**config.mk**
```make
export PLATFORM = sky130hd
export DESIGN_NAME = imm_materializer
export DESIGN_NICKNAME = d
export VERILOG_FILES = /design/src/rtl/imm_materializer_pkg.sv /design/src/rtl/imm_materializer_classify.sv /design/src/rtl/imm_materializer.sv
export SDC_FILE = /design/constraint.sdc
export NUM_CORES = 1
export LEC_CHECK = 0
export BUFFER_PORTS_ARGS = -buffer_cell sky130_fd_sc_hd__buf_2
export CAP_MARGIN = 0
export CORE_MARGIN = 2
export CORE_UTILIZATION = 23
export DETAILED_ROUTE_END_ITERATION = 16
export HOLD_SLACK_MARGIN = 0.12
export PLACE_DENSITY_LB_ADDON = 0.1
export SLEW_MARGIN = 20
export SYNTH_ARGS = -nofsm -noshare
export SYNTH_HDL_FRONTEND = slang
export SYNTH_SLANG_ARGS = --single-unit
```
**constraint.sdc**
```tcl
create_clock -name clk -period 2.3 [get_ports clk]
set_input_delay 0.23 -clock clk [delete_from_list [all_inputs] [get_ports clk]]
set_output_delay 0.23 -clock clk [all_outputs]
set_load 0.01 [all_outputs]
```
**src/rtl/imm_materializer_pkg.sv**
```systemverilog
// Shared opcodes, extender codes and types for the constant materializer.
package imm_materializer_pkg;

  localparam logic [5:0] OP_ADDIU = 6'b001001;
  localparam logic [5:0] OP_ORI   = 6'b001101;
  localparam logic [5:0] OP_LUI   = 6'b001111;

  // Must stay bit-compatible with the core's immediate extender.
  localparam logic [1:0] EXT_ZERO = 2'b00;
  localparam logic [1:0] EXT_SIGN = 2'b01;
  localparam logic [1:0] EXT_LUI  = 2'b10;

  typedef enum logic [1:0] {
    RULE_ADDIU,
    RULE_ORI,
    RULE_LUI,
    RULE_PAIR
  } rule_e;

  typedef enum logic [1:0] {
    S_IDLE,
    S_EMIT,
    S_EMIT_HI
  } state_e;

  typedef struct packed {
    rule_e       rule;
    logic [15:0] hi;
    logic [15:0] lo;
  } cls_t;

  function automatic logic [31:0] itype(
    input logic [5:0]  op,
    input logic [4:0]  rs,
    input logic [4:0]  rt,
    input logic [15:0] imm
  );
    return {op, rs, rt, imm};
  endfunction

endpackage

```
**src/rtl/imm_materializer_classify.sv**
```systemverilog
// Picks the shortest rebuild rule for a 32-bit constant.
module imm_classify
  import imm_materializer_pkg::*;
(
  input  logic [31:0] d_i,
  output cls_t        cls_o
);

  logic r1, r2, r3;

  // Conditions made exclusive so first-match priority holds.
  assign r1 = (&d_i[31:15]) | ~(|d_i[31:15]);
  assign r2 = ~r1 & ~(|d_i[31:16]);
  assign r3 = ~r1 & ~r2 & ~(|d_i[15:0]);

  always_comb begin
    cls_o.hi   = d_i[31:16];
    cls_o.lo   = d_i[15:0];
    cls_o.rule = RULE_PAIR;
    unique case (1'b1)
      r1:      cls_o.rule = RULE_ADDIU;
      r2:      cls_o.rule = RULE_ORI;
      r3:      cls_o.rule = RULE_LUI;
      default: cls_o.rule = RULE_PAIR;
    endcase
  end

endmodule

```
**src/rtl/imm_materializer.sv**
```systemverilog
// Turns a constant + rt into one or two MIPS I-type beats
// (ADDIU / ORI / LUI / LUI+ORI) on a valid/ready stream.
module imm_materializer
  import imm_materializer_pkg::*;
#(
  parameter int CNT_W = 16
) (
  input  logic             clk,
  input  logic             rst,
  input  logic             in_valid,
  output logic             in_ready,
  input  logic [31:0]      in_data,
  input  logic [4:0]       in_rt,
  output logic             out_valid,
  input  logic             out_ready,
  output logic [31:0]      out_instr,
  output logic [1:0]       out_ext_op,
  output logic             out_last,
  output logic [CNT_W-1:0] emit_count
);

  state_e           state_q;
  logic [31:0]      instr_q;
  logic [1:0]       ext_q;
  logic             last_q;
  logic             valid_q;
  logic [15:0]      lo_q;
  logic [4:0]       rt_q;
  logic [CNT_W-1:0] cnt_q;
  logic [CNT_W-1:0] cnt_d;

  cls_t        cls;
  logic [31:0] beat_instr;
  logic [1:0]  beat_ext;
  logic        accept;
  logic        fire;

  imm_classify u_cls (
    .d_i   (in_data),
    .cls_o (cls)
  );

  assign in_ready = (state_q != S_EMIT_HI)
                  && ((state_q != S_EMIT) || out_ready);
  assign accept   = in_valid && in_ready;
  assign fire     = valid_q && out_ready;
  assign cnt_d    = cnt_q + {{(CNT_W-1){1'b0}}, 1'b1};

  // First beat of whatever sequence the new constant needs.
  always_comb begin
    beat_instr = itype(OP_LUI, 5'd0, in_rt, cls.hi);
    beat_ext   = EXT_LUI;
    unique case (cls.rule)
      RULE_ADDIU: begin
        beat_instr = itype(OP_ADDIU, 5'd0, in_rt, cls.lo);
        beat_ext   = EXT_SIGN;
      end
      RULE_ORI: begin
        beat_instr = itype(OP_ORI, 5'd0, in_rt, cls.lo);
        beat_ext   = EXT_ZERO;
      end
      default: begin
        beat_instr = itype(OP_LUI, 5'd0, in_rt, cls.hi);
        beat_ext   = EXT_LUI;
      end
    endcase
  end

  always_ff @(posedge clk) begin
    if (rst) begin
      state_q <= S_IDLE;
      instr_q <= '0;
      ext_q   <= '0;
      last_q  <= 1'b0;
      valid_q <= 1'b0;
      lo_q    <= '0;
      rt_q    <= '0;
      cnt_q   <= '0;
    end else begin
      if (fire) cnt_q <= cnt_d;
      unique case (state_q)
        S_EMIT_HI: begin
          if (out_ready) begin
            instr_q <= itype(OP_ORI, rt_q, rt_q, lo_q);
            ext_q   <= EXT_ZERO;
            last_q  <= 1'b1;
            state_q <= S_EMIT;
          end
        end
        default: begin
          if (state_q == S_EMIT && out_ready) begin
            state_q <= S_IDLE;
            valid_q <= 1'b0;
          end
          if (accept) begin
            instr_q <= beat_instr;
            ext_q   <= beat_ext;
            valid_q <= 1'b1;
            lo_q    <= cls.lo;
            rt_q    <= in_rt;
            last_q  <= (cls.rule != RULE_PAIR);
            state_q <= (cls.rule == RULE_PAIR) ? S_EMIT_HI : S_EMIT;
          end
        end
      endcase
    end
  end

  assign out_valid  = valid_q;
  assign out_instr  = instr_q;
  assign out_ext_op = ext_q;
  assign out_last   = last_q;
  assign emit_count = cnt_q;

endmodule

```
== Yosys cells after proc, flatten, opt, wreduce, memory -nomap -nowiden ==
Cells that the tools add are included.

* Flip-flop bits (word level): 75
* Latch bits: 0
* Bits in writable memories: 0
* Bits in read-only memories: 0
* Input bits: 41
* Output and inout port bits: 53
* Logic and storage cells: 63
* Memories: 0

* Add/subtract/negate cells: 1
* Multipliers: 0
* Divide/modulo/power cells: 0
* $lt $le $gt $ge: 0
* Equal/unequal tests: 8
* Shift operators: 0
* Multiplexer cells: 19
* Bitwise operators: 10
* Reductions and logical operators: 17

{| class="wikitable"
|+ Operators by type and width
! operator !! count
|-
| 32-bit two-way mux || 3
|-
| 29-bit one-hot mux with 2 select lines || 1
|-
| 16-bit OR reduction || 2
|-
| 17-bit AND reduction || 1
|-
| 17-bit OR reduction || 1
|-
| 16-bit by 1-bit adder with 16-bit output (second input constant) || 1
|-
| 2-bit two-way mux || 8
|-
| 2-bit AND reduction || 4
|-
| 2-bit inequality test (second input constant) || 3
|-
| 1-bit inverter || 6
|-
| 2-bit one-hot mux with 3 select lines || 1
|-
| 1-bit two-way mux || 5
|-
| 2-bit by 1-bit equality test with 1-bit output (second input constant) || 2
|-
| 2-bit equality test (second input constant) || 2
|-
| 1-bit logical AND || 4
|-
| 2-bit one-hot mux with 2 select lines || 1
|-
| 2-bit nonzero test || 2
|-
| 1-bit bitwise AND || 3
|-
| 3-bit nonzero test || 1
|-
| 2-bit zero test || 1
|-
| 2-bit by 1-bit inequality test with 1-bit output (second input constant) || 1
|-
| 1-bit logical OR || 1
|-
| 1-bit OR || 1
|}

== Logic depth before layout (Yosys ltp) ==
Gate-level depths: netlist of run 1.

* Depth after elaboration: 13
* Mapped depth: 8
* Gate-level depth less buffers: 6

== Cells and area by module ==
From an unflattened synthesis of run 1, not the netlist that was laid out.

* Cell total of the unflattened synthesis: 435
* Area, all modules: 3463.3 µm²

{| class="wikitable"
|+ By module, submodules not included
! module !! instances !! cells each !! area each (µm²)
|-
| imm_materializer || 1 || 384 || 3103.0
|-
| imm_classify || 1 || 51 || 360.3
|}

== Worst setup path after synthesis of run 1 ==
OpenSTA, ideal clock, no wires.

* Path kind: register -> register
* Start point: register state_q[1]
* End point: register instr_q[10], in the netlist out_instr[10]
* Setup time: 0.128 ns
* Arrival: 1.537 ns
* Required time: 2.172 ns
* Slack: 0.635 ns
* Stages on the path, launching flop included: 9
* Buffers on the path: 3
* Period minus slack after synthesis: 1.665 ns
* Cell sequence: dfxtp_1 -> buf_6 -> nor2b_4 -> buf_6 -> o31ai_4 -> nor2_4 -> buf_6 -> a22oi_2 -> o21ai_1

* Word-level cells in the longest chain between the ends: 6
* Elaborated cells on any way between the ends: 10

{| class="wikitable"
|+ RTL lines
! item !! RTL line !! source
|-
| from (decl) || imm_materializer.sv:22 || <nowiki>state_e state_q;</nowiki>
|-
| from (signal assigned) || imm_materializer.sv:102 || <nowiki>state_q <= (cls.rule == RULE_PAIR) ? S_EMIT_HI : S_EMIT;</nowiki>
|-
| 2-bit by 1-bit inequality test with 1-bit output || imm_materializer.sv:44 || <nowiki>&& ((state_q != S_EMIT) || out_ready);</nowiki>
|-
| 1-bit logical OR || imm_materializer.sv:44 ||
|-
| 1-bit logical AND || imm_materializer.sv:44 ||
|-
| 1-bit logical AND || imm_materializer.sv:45 || <nowiki>assign accept = in_valid && in_ready;</nowiki>
|-
| 2-bit nonzero test (no line) || - ||
|-
| 2-bit AND reduction (no line) || - ||
|-
| to (signal assigned) || imm_materializer.sv:84 || <nowiki>instr_q <= itype(OP_ORI, rt_q, rt_q, lo_q);</nowiki>
|-
| to (signal assigned) || imm_materializer.sv:96 || <nowiki>instr_q <= beat_instr;</nowiki>
|-
| to (decl) || imm_materializer.sv:23 || <nowiki>logic [31:0] instr_q;</nowiki>
|}

Several ways; a longest one is shown, not always the timed one.
A chain may end at the register's enable or synchronous reset.

== Final worst setup path of run 1 ==
* Start point: register state_q[0]
* End point: register lo_q[8]

* Word-level cells in the longest chain between the ends: 5
* Elaborated cells on any way between the ends: 8

{| class="wikitable"
|+ RTL lines
! item !! RTL line !! source
|-
| 2-bit by 1-bit inequality test with 1-bit output || imm_materializer.sv:44 ||
|-
| 1-bit logical OR || imm_materializer.sv:44 ||
|-
| 1-bit logical AND || imm_materializer.sv:44 ||
|-
| 1-bit logical AND || imm_materializer.sv:45 ||
|-
| 2-bit AND reduction (no line) * || - ||
|-
| to (signal assigned) || imm_materializer.sv:99 || <nowiki>lo_q <= cls.lo;</nowiki>
|-
| to (decl) || imm_materializer.sv:27 || <nowiki>logic [15:0] lo_q;</nowiki>
|}

Every way passes the cells marked *; elsewhere a longest branch is shown, timed or not.

==> metrics.md, run 1 <==
| Metric | Value |
|---|---|
| Status | `finished clean` |
| Met1 Usage GRT | `17.9%` |
| Initial Util | `23.3%` |
| Simple-gate share of the synthesized area | `21.6%` |
| Initial DRC Count | `110` |
| Initial antenna violation count | `0` |
| Cells resized by post-CTS repair | `0` |
| Routed Wire Length | `9290 µm` |
| Placer Congestion | `0.767` |
| Slew margin rel. | `61.1%` |
| CP top delay family | `simple AND/OR/NAND/NOR gates` |
| HP Class | `primary input to flip-flop` |
| Post-route clock period utilization | `84.4%` |
| Synth Area in Adders | `0.411%` |
| Share of layout cells above drive strength 1 | `29.1%` |
| Main combinational cell family by area after synthesis | `simple AND/OR/NAND/NOR gates` |
| Fmax | `515 MHz` |
| Global-route wire length before repair | `15000 µm` |
| Leakage | `1.74 nW` |
| DRC violations left | `0` |
| Vias in the first global route | `2799` |
| Critical Path Start | `state_q[0]` |
| HP Start | `in_rt[3]` |
| Ant diodes | `0` |
| Synth Area in XOR/XNOR | `3.74%` |
| Critical Path Fanout Max | `16` |
| Setup Viol. Count Final | `0` |
| Seq/Total Area, Yosys | `46.7%` |
| Width of the die | `119 µm` |
| Skew final | `0.00767 ns` |
| Met3 usage | `5.51%` |
| H-tree Lvls | `3` |
| Setup Buffers After CTS | `0` |
| Clk sinks | `71` |
| CP dominant cell by count | `nand2_1` |
| CP arrival | `2.20 ns` |
| Peak supply drop | `0.416 mV` |
| Synthesized instance count | `351` |
| Crit path required time | `2.56 ns` |
| Die H | `119 µm` |
| Pwr per Cell Area | `798 mW/mm²` |
| Yosys reg bits | `71` |
| Worst-Margin Slew | `0.584 ns` |
| Crit path time final | `1.94 ns` |
| CP cell instances | `nor3b_2, nor2_1, nand2_1, buf_4, nand2_1, a21oi_1` |
| Ports | `94` |
| R2R Setup Slk | `0.36 ns` |
| Post-synth EDFFs | `0` |
| Final hold vios | `0` |
| Worst-skew pair later-pin latency | `0.34 ns` |
| WL per Instance | `14.9 µm` |
| CTS tree | `built` |
| Slowest cell on the critical path | `dfxtp_1` |
| DP HPWL | `6930 µm` |
| Post-synth ARST share | `0%` |
| Grt met2 use | `21.0%` |
| Row Count | `42` |
| Synthesized area per cell | `8.68 µm²` |
| CP endpoint kind | `flip-flop` |
| Mux cell area share after synthesis | `5.26%` |
| Drt pass-1 iters | `4` |
| GRT Util Overall | `13.8%` |
| Mapped cell area | `0.00305 mm²` |
| Kind of critical path | `flip-flop to flip-flop` |
| Setup TNS | `0 ns` |
| Top_reg_cell synth | `dfxtp_1` |
| FILL cells | `1460` |
| Fin util | `30.4%` |
| Detailed-route via count | `2867` |
| Clock Path Buffers | `2` |
| Core Area | `0.0131 mm²` |
| Vias/cell | `4.61` |
| Die Area | `0.0142 mm²` |
| Synth Area in Compound Gates | `17.2%` |
| Clock-pin slew reported for the worst setup and hold paths after clock tree synthesis | `0.06 ns` |
| Max incr delay on CP | `0.44 ns` |
| Setup crit start kind | `flip-flop` |
| Max cap viols | `0` |
| Number of buffers and inverters on the critical path | `1` |
| Detail Route Antenna Nets | `0` |
| Largest net degree at the start of global routing | `30` |
| I/O Buffers | `91` |
| Area Growth Syn to Fin | `30.8%` |
| Max Slew Vio Count | `0` |
| Distinct cell type count after synthesis | `38` |
| Post-route design area | `0.00398 mm²` |
| Cts bufs inserted | `9` |
| Total placed instance area | `0.00367 mm²` |
| Final net count | `483` |
| Reg2reg start | `state_q[0]` |
| CTS Hold Bufs | `0` |
| RSZ-0062 raised after global routing | `no` |
| Root buffer cell | `clkbuf_16` |
| GR peak layer | `met2` |
| Gr ovfl total | `0` |
| Yosys warning total | `0` |
-- layer usage --
metal,part of all wire [%],vias to the layer above,routed length [µm]
li1,-,1407,-
met1,46,1359,4260
met2,45,94,4170
met3,8.1,7,752
met4,1.1,0,104
met5,0,-,0
-- cell usage in the layout, fill, tap and decap left out, types with 2 or more instances in the layout --
master     count
buf_2         91
dfxtp_1       71
nand2_1       70
a21oi_1       33
nor2_1        27
o21ai_1       16
mux2i_1       16
xor2_1        12
nand3_1       11
buf_4         10
clkbuf_16      9
nor4_1         8
a22oi_2        8
nand4_1        8
a22oi_1        8
inv_1          5
a311oi_1       4
and4_1         3
nor3_1         3
o21ai_0        3
clkbuf_8       3
a31oi_1        2
and3_1         2
or3_1          2
a22o_1         2
conb_1         2
clkinv_2       2
-- cell usage after synthesis, types with 3 or more instances --
library cell,n,share of area [%]
o21ai_1,16,2.6
nand4_1,8,1.6
inv_1,5,0.62
clkbuf_1,10,1.2
nor4_1,8,1.6
mux2i_1,16,5.3
nand2_1,70,8.6
buf_2,6,0.99
buf_6,3,1.1
a311oi_1,4,1.1
a21oi_1,34,5.6
xor2_1,12,3.4
dfxtp_1,71,47
a22oi_2,8,3.3
a22oi_1,8,2.0
and4_1,3,0.86
o21ai_0,3,0.49
nor3_1,3,0.49
nor2_1,27,3.3
nand3_1,11,1.8
buf_4,4,0.99
-- cells by family (layout without fill, tap and decap cells) --
kind of cell,count (synthesis),count (layout)
buf+inv,28,122
fa+ha+maj,1,1
xor+xnor,13,13
other cells,1,2
flops,71,71
compound gates,80,80
mux,16,16
simple gates,141,141
-- state kept, by name, summed over array words and instances (netlist names) --
register,flops
out_last,1
rt_q,5
lo_q,16
out_ext_op,1
out_valid,1
emit_count,16
out_instr,29
state_q,2
-- power breakdown --
group	switching, mW	internal (mW)	total [mW]
logic	0.236	0.147	0.382
clock network	0.515	0.924	1.44
registers	0.0518	1.31	1.36
-- tightest hold or removal path: cells and delay by family --
kind | cells | cell delay (ns)
AOI/OAI and AO/OA | 1 | 0.05
buffers and inverters | 1 | 0.11
and+or+nand+nor | 1 | 0.05
-- layout make-up --
cell class,count,area (µm²),area share (%)
inverters,5,18.8,0.471
clock buffers,13,270,6.78
clock inverters,3,40.0,1.01
multi-input cells,253,1480,37.2
flip-flops and latches,71,1420,35.7
repair buffers,101,531,13.3
well taps,176,220,5.53
-- path summary, 6_finish.rpt --
| check | endpoint | depth (start not counted) |
|---|---|---|
| max | lo_q[8] | 6 |
| min | rt_q[3] | 3 |
| min reg2reg | lo_q[2] | 2 |
| max reg2reg | lo_q[8] | 6 |
-- metrics by stage --
| stage | power (mW) | setup WS, ns | hold slack, ns | cells |
|---|---|---|---|---|
| 2_1_floorplan | 1.60 | 0.635 | 0.366 | 352 |
| 3_3_place_gp | 1.78 | 0.329 | 0.442 | 606 |
| 3_5_place_dp | 1.78 | 0.330 | 0.451 | 606 |
| 4_1_cts | 3.25 | 0.307 | 0.130 | 622 |
| 5_1_grt | 3.34 | 0.111 | 0.153 | 622 |
| 6_report | 3.18 | 0.359 | 0.144 | 622 |
Power figures use the tool's default switching activity.
==> inputs of run 2 (changes only) <==
==> constraint.sdc (replaced) <==
create_clock -name clk -period 1.9 [get_ports clk]
set_input_delay 0.19 -clock clk [delete_from_list [all_inputs] [get_ports clk]]
set_output_delay 0.19 -clock clk [all_outputs]
set_load 0.01 [all_outputs]
==> run 2 against run 1 <==
  * Design area up 1.8%
  * Combinational power up 29%
  * Hold slack worse by 0.0095 ns
  * Critical path type unchanged
  * Largest power group is now sequential cells
  * Register-to-register slack worse by 0.14 ns
  * Cell count increased by 2.3%
==> metrics.md, run 2 (same netlist as run 1, synthesis figures left out) <==
| Metric | Value |
|---|---|
| Status | `finished clean` |
| Worst-skew pair later-pin latency | `0.33 ns` |
| Critical Path Fanout Max | `11` |
| Detailed-route via count | `2855` |
| DRC violations left | `0` |
| Fmax | `596 MHz` |
| HP Start | `in_data[13]` |
| Placed Instances | `613` |
| Top routing layer used | `met4` |
| CTS Hold Bufs | `7` |
| Max Slew Vio Count | `0` |
| Setup Buffers After CTS | `0` |
| GRT Util Overall | `13.8%` |
| Global-route wire length before repair | `15300 µm` |
| Share of layout cells above drive strength 1 | `29.3%` |
| Hold WS | `0.134 ns` |
| Crit path time final | `1.68 ns` |
| Max incr delay on CP | `0.35 ns` |
| Detail Route Antenna Nets | `0` |
| Cells resized by post-CTS repair | `0` |
| Commonest cells after routing, fill and taps aside | `91 x buf_2, 71 x dfxtp_1, 70 x nand2_1` |
| Met1 WL | `4520 µm` |
| Slowest cell on the critical path | `dfxtp_1` |
| Internal Pwr Total | `2.65 mW` |
| Seq pwr share | `45.4%` |
| Kind of critical path | `flip-flop to flip-flop` |
| CP cell instances | `nor3b_2, buf_4, nor3_4, buf_4, and3_1, nor3_1` |
| Row Count | `42` |
| DP HPWL | `6910 µm` |
| Clock Path Buffers | `2` |
| CP dominant cell by count | `buf_4` |
| Area Growth Syn to Fin | `33.1%` |
| Die H | `119 µm` |
| Pwr per Cell Area | `891 mW/mm²` |
| Placer Congestion | `0.806` |
| Post-route clock period utilization | `88.3%` |
| Vias/cell | `4.49` |
| Skew final | `0.00750 ns` |
| Ports | `94` |
| Slew margin rel. | `58.2%` |
| Most common cell after layout, fill and taps aside | `buf_2` |
| CTS tree | `built` |
| Largest net degree at the start of global routing | `32` |
| Peak supply drop | `0.369 mV` |
| Leakage | `1.77 nW` |
| Gr ovfl total | `0` |
| WL per Instance | `14.8 µm` |
| Vias in the first global route | `2885` |
| CP endpoint kind | `flip-flop` |
| HP Class | `primary input to flip-flop` |
| Clk sinks | `71` |
| Reg2reg end | `state_q[0]` |
| Setup TNS | `0 ns` |
| Cts bufs inserted | `9` |
| H-tree Lvls | `3` |
| Ant diodes | `0` |
| WHS Endpoint | `lo_q[13]` |
| Combinational Power Share | `13.6%` |
| Clock-pin slew reported for the worst setup and hold paths after clock tree synthesis | `0.05 ns` |
| Final hold vios | `0` |
| CP arrival | `1.88 ns` |
| Switching part of the total power | `26.6%` |
| Initial Util | `23.3%` |
| Hold depth | `3` |
| RSZ-0062 raised after global routing | `no` |
| Post-Layout Cell Count | `636` |
| Core Area | `0.0131 mm²` |
| R2R Setup Slk | `0.22 ns` |
| Drt pass-1 iters | `4` |
| Met3 wire length | `732 µm` |
| Crit path required time | `2.10 ns` |
| Root buffer cell | `clkbuf_16` |
| P_sw | `0.960 mW` |
| Die Area | `0.0142 mm²` |
| I/O Buffers | `91` |
| Tot Pwr | `3.61 mW` |
| Met2 routed WL | `4070 µm` |
| Worst reg2reg path depth | `6` |
| Routed Wire Length | `9390 µm` |
| Worst-Margin Slew | `0.628 ns` |
| Max cap viols | `0` |
| Initial DRC Count | `105` |
| Max reg flops | `29` |
| Reg2reg start | `state_q[0]` |
| Clock Power Share | `40.9%` |
| Setup Viol. Count Final | `0` |
| Setup crit start kind | `flip-flop` |
| Initial antenna violation count | `0` |
| Final net count | `497` |
| Fin util | `31.0%` |
| Width of the die | `119 µm` |
run 2: changes by cell type in the layout (fill, tap and decap cells not counted):
cell | previous run | this run
clkinvlp_4 | 0 | 1
buf_4 | 10 | 17
clkinv_2 | 2 | 3
clkbuf_8 | 3 | 0
bufinv_16 | 1 | 0
clkbuf_1 | 1 | 3
dlygate4sd3_1 | 0 | 7
run 2: per-stage QoR:
| step | worst slack [ns] | instance area (µm²) |
|---|---|---|
| CTS | 0.192 | 4060 |
| finish | 0.223 | 4060 |
| global route | 0.0720 | 4060 |
| detailed placement | 0.0612 | 3730 |
| global placement | 0.100 | 3730 |
| floorplan | 0.235 | 3050 |
run 2: per-layer routing:
layer | vias to the layer above | track usage [%]
li1 | 1438 | -
met1 | 1321 | 18.3
met2 | 90 | 21.0
met3 | 6 | 5.12
met4 | 0 | 3.94
met5 | - | 0
run 2: layout make-up:
cell class                 instances  area, µm²
inverter                           5       18.8
sequential                        71       1420
clock buffer                      12        236
clock inverter                     4       22.5
tap                              176        220
fill                            1446       9030
timing repair buffer             115        653
multi-input combinational        253       1480
run 2: power by group through the flow:
stage / clock, mW / sequential (mW) / combinational [mW]
after floorplan: 0 / 1.69 / 0.255
after CTS: 1.55 / 1.64 / 0.501
after detailed placement: 0 / 1.68 / 0.488
after global placement: 0 / 1.67 / 0.489
final: 1.48 / 1.64 / 0.493
after global routing: 1.63 / 1.65 / 0.549
run 2: worst max path at each step:
| stage | start | to | slack (ns) | cells after the start |
|---|---|---|---|---|
| 2_1_floorplan | state_q[1] | out_instr[10] | 0.24 | 8 |
| 3_3_place_gp | in_data[28] | out_last | 0.10 | 7 |
| 3_5_place_dp | in_data[18] | out_last | 0.06 | 7 |
| 4_1_cts | state_q[0] | out_last | 0.19 | 6 |
| 5_1_grt | state_q[1] | out_instr[6] | 0.07 | 5 |
| 6_report | state_q[0] | state_q[0] | 0.22 | 6 |
run 2: worst max-delay path, delay by kind of cell, from the launching register on:
family / cells / cell delay [ns]
AND/OR/NAND/NOR: 4 / 0.77
buffers and inverters: 2 / 0.42
flip-flops: 1 / 0.35
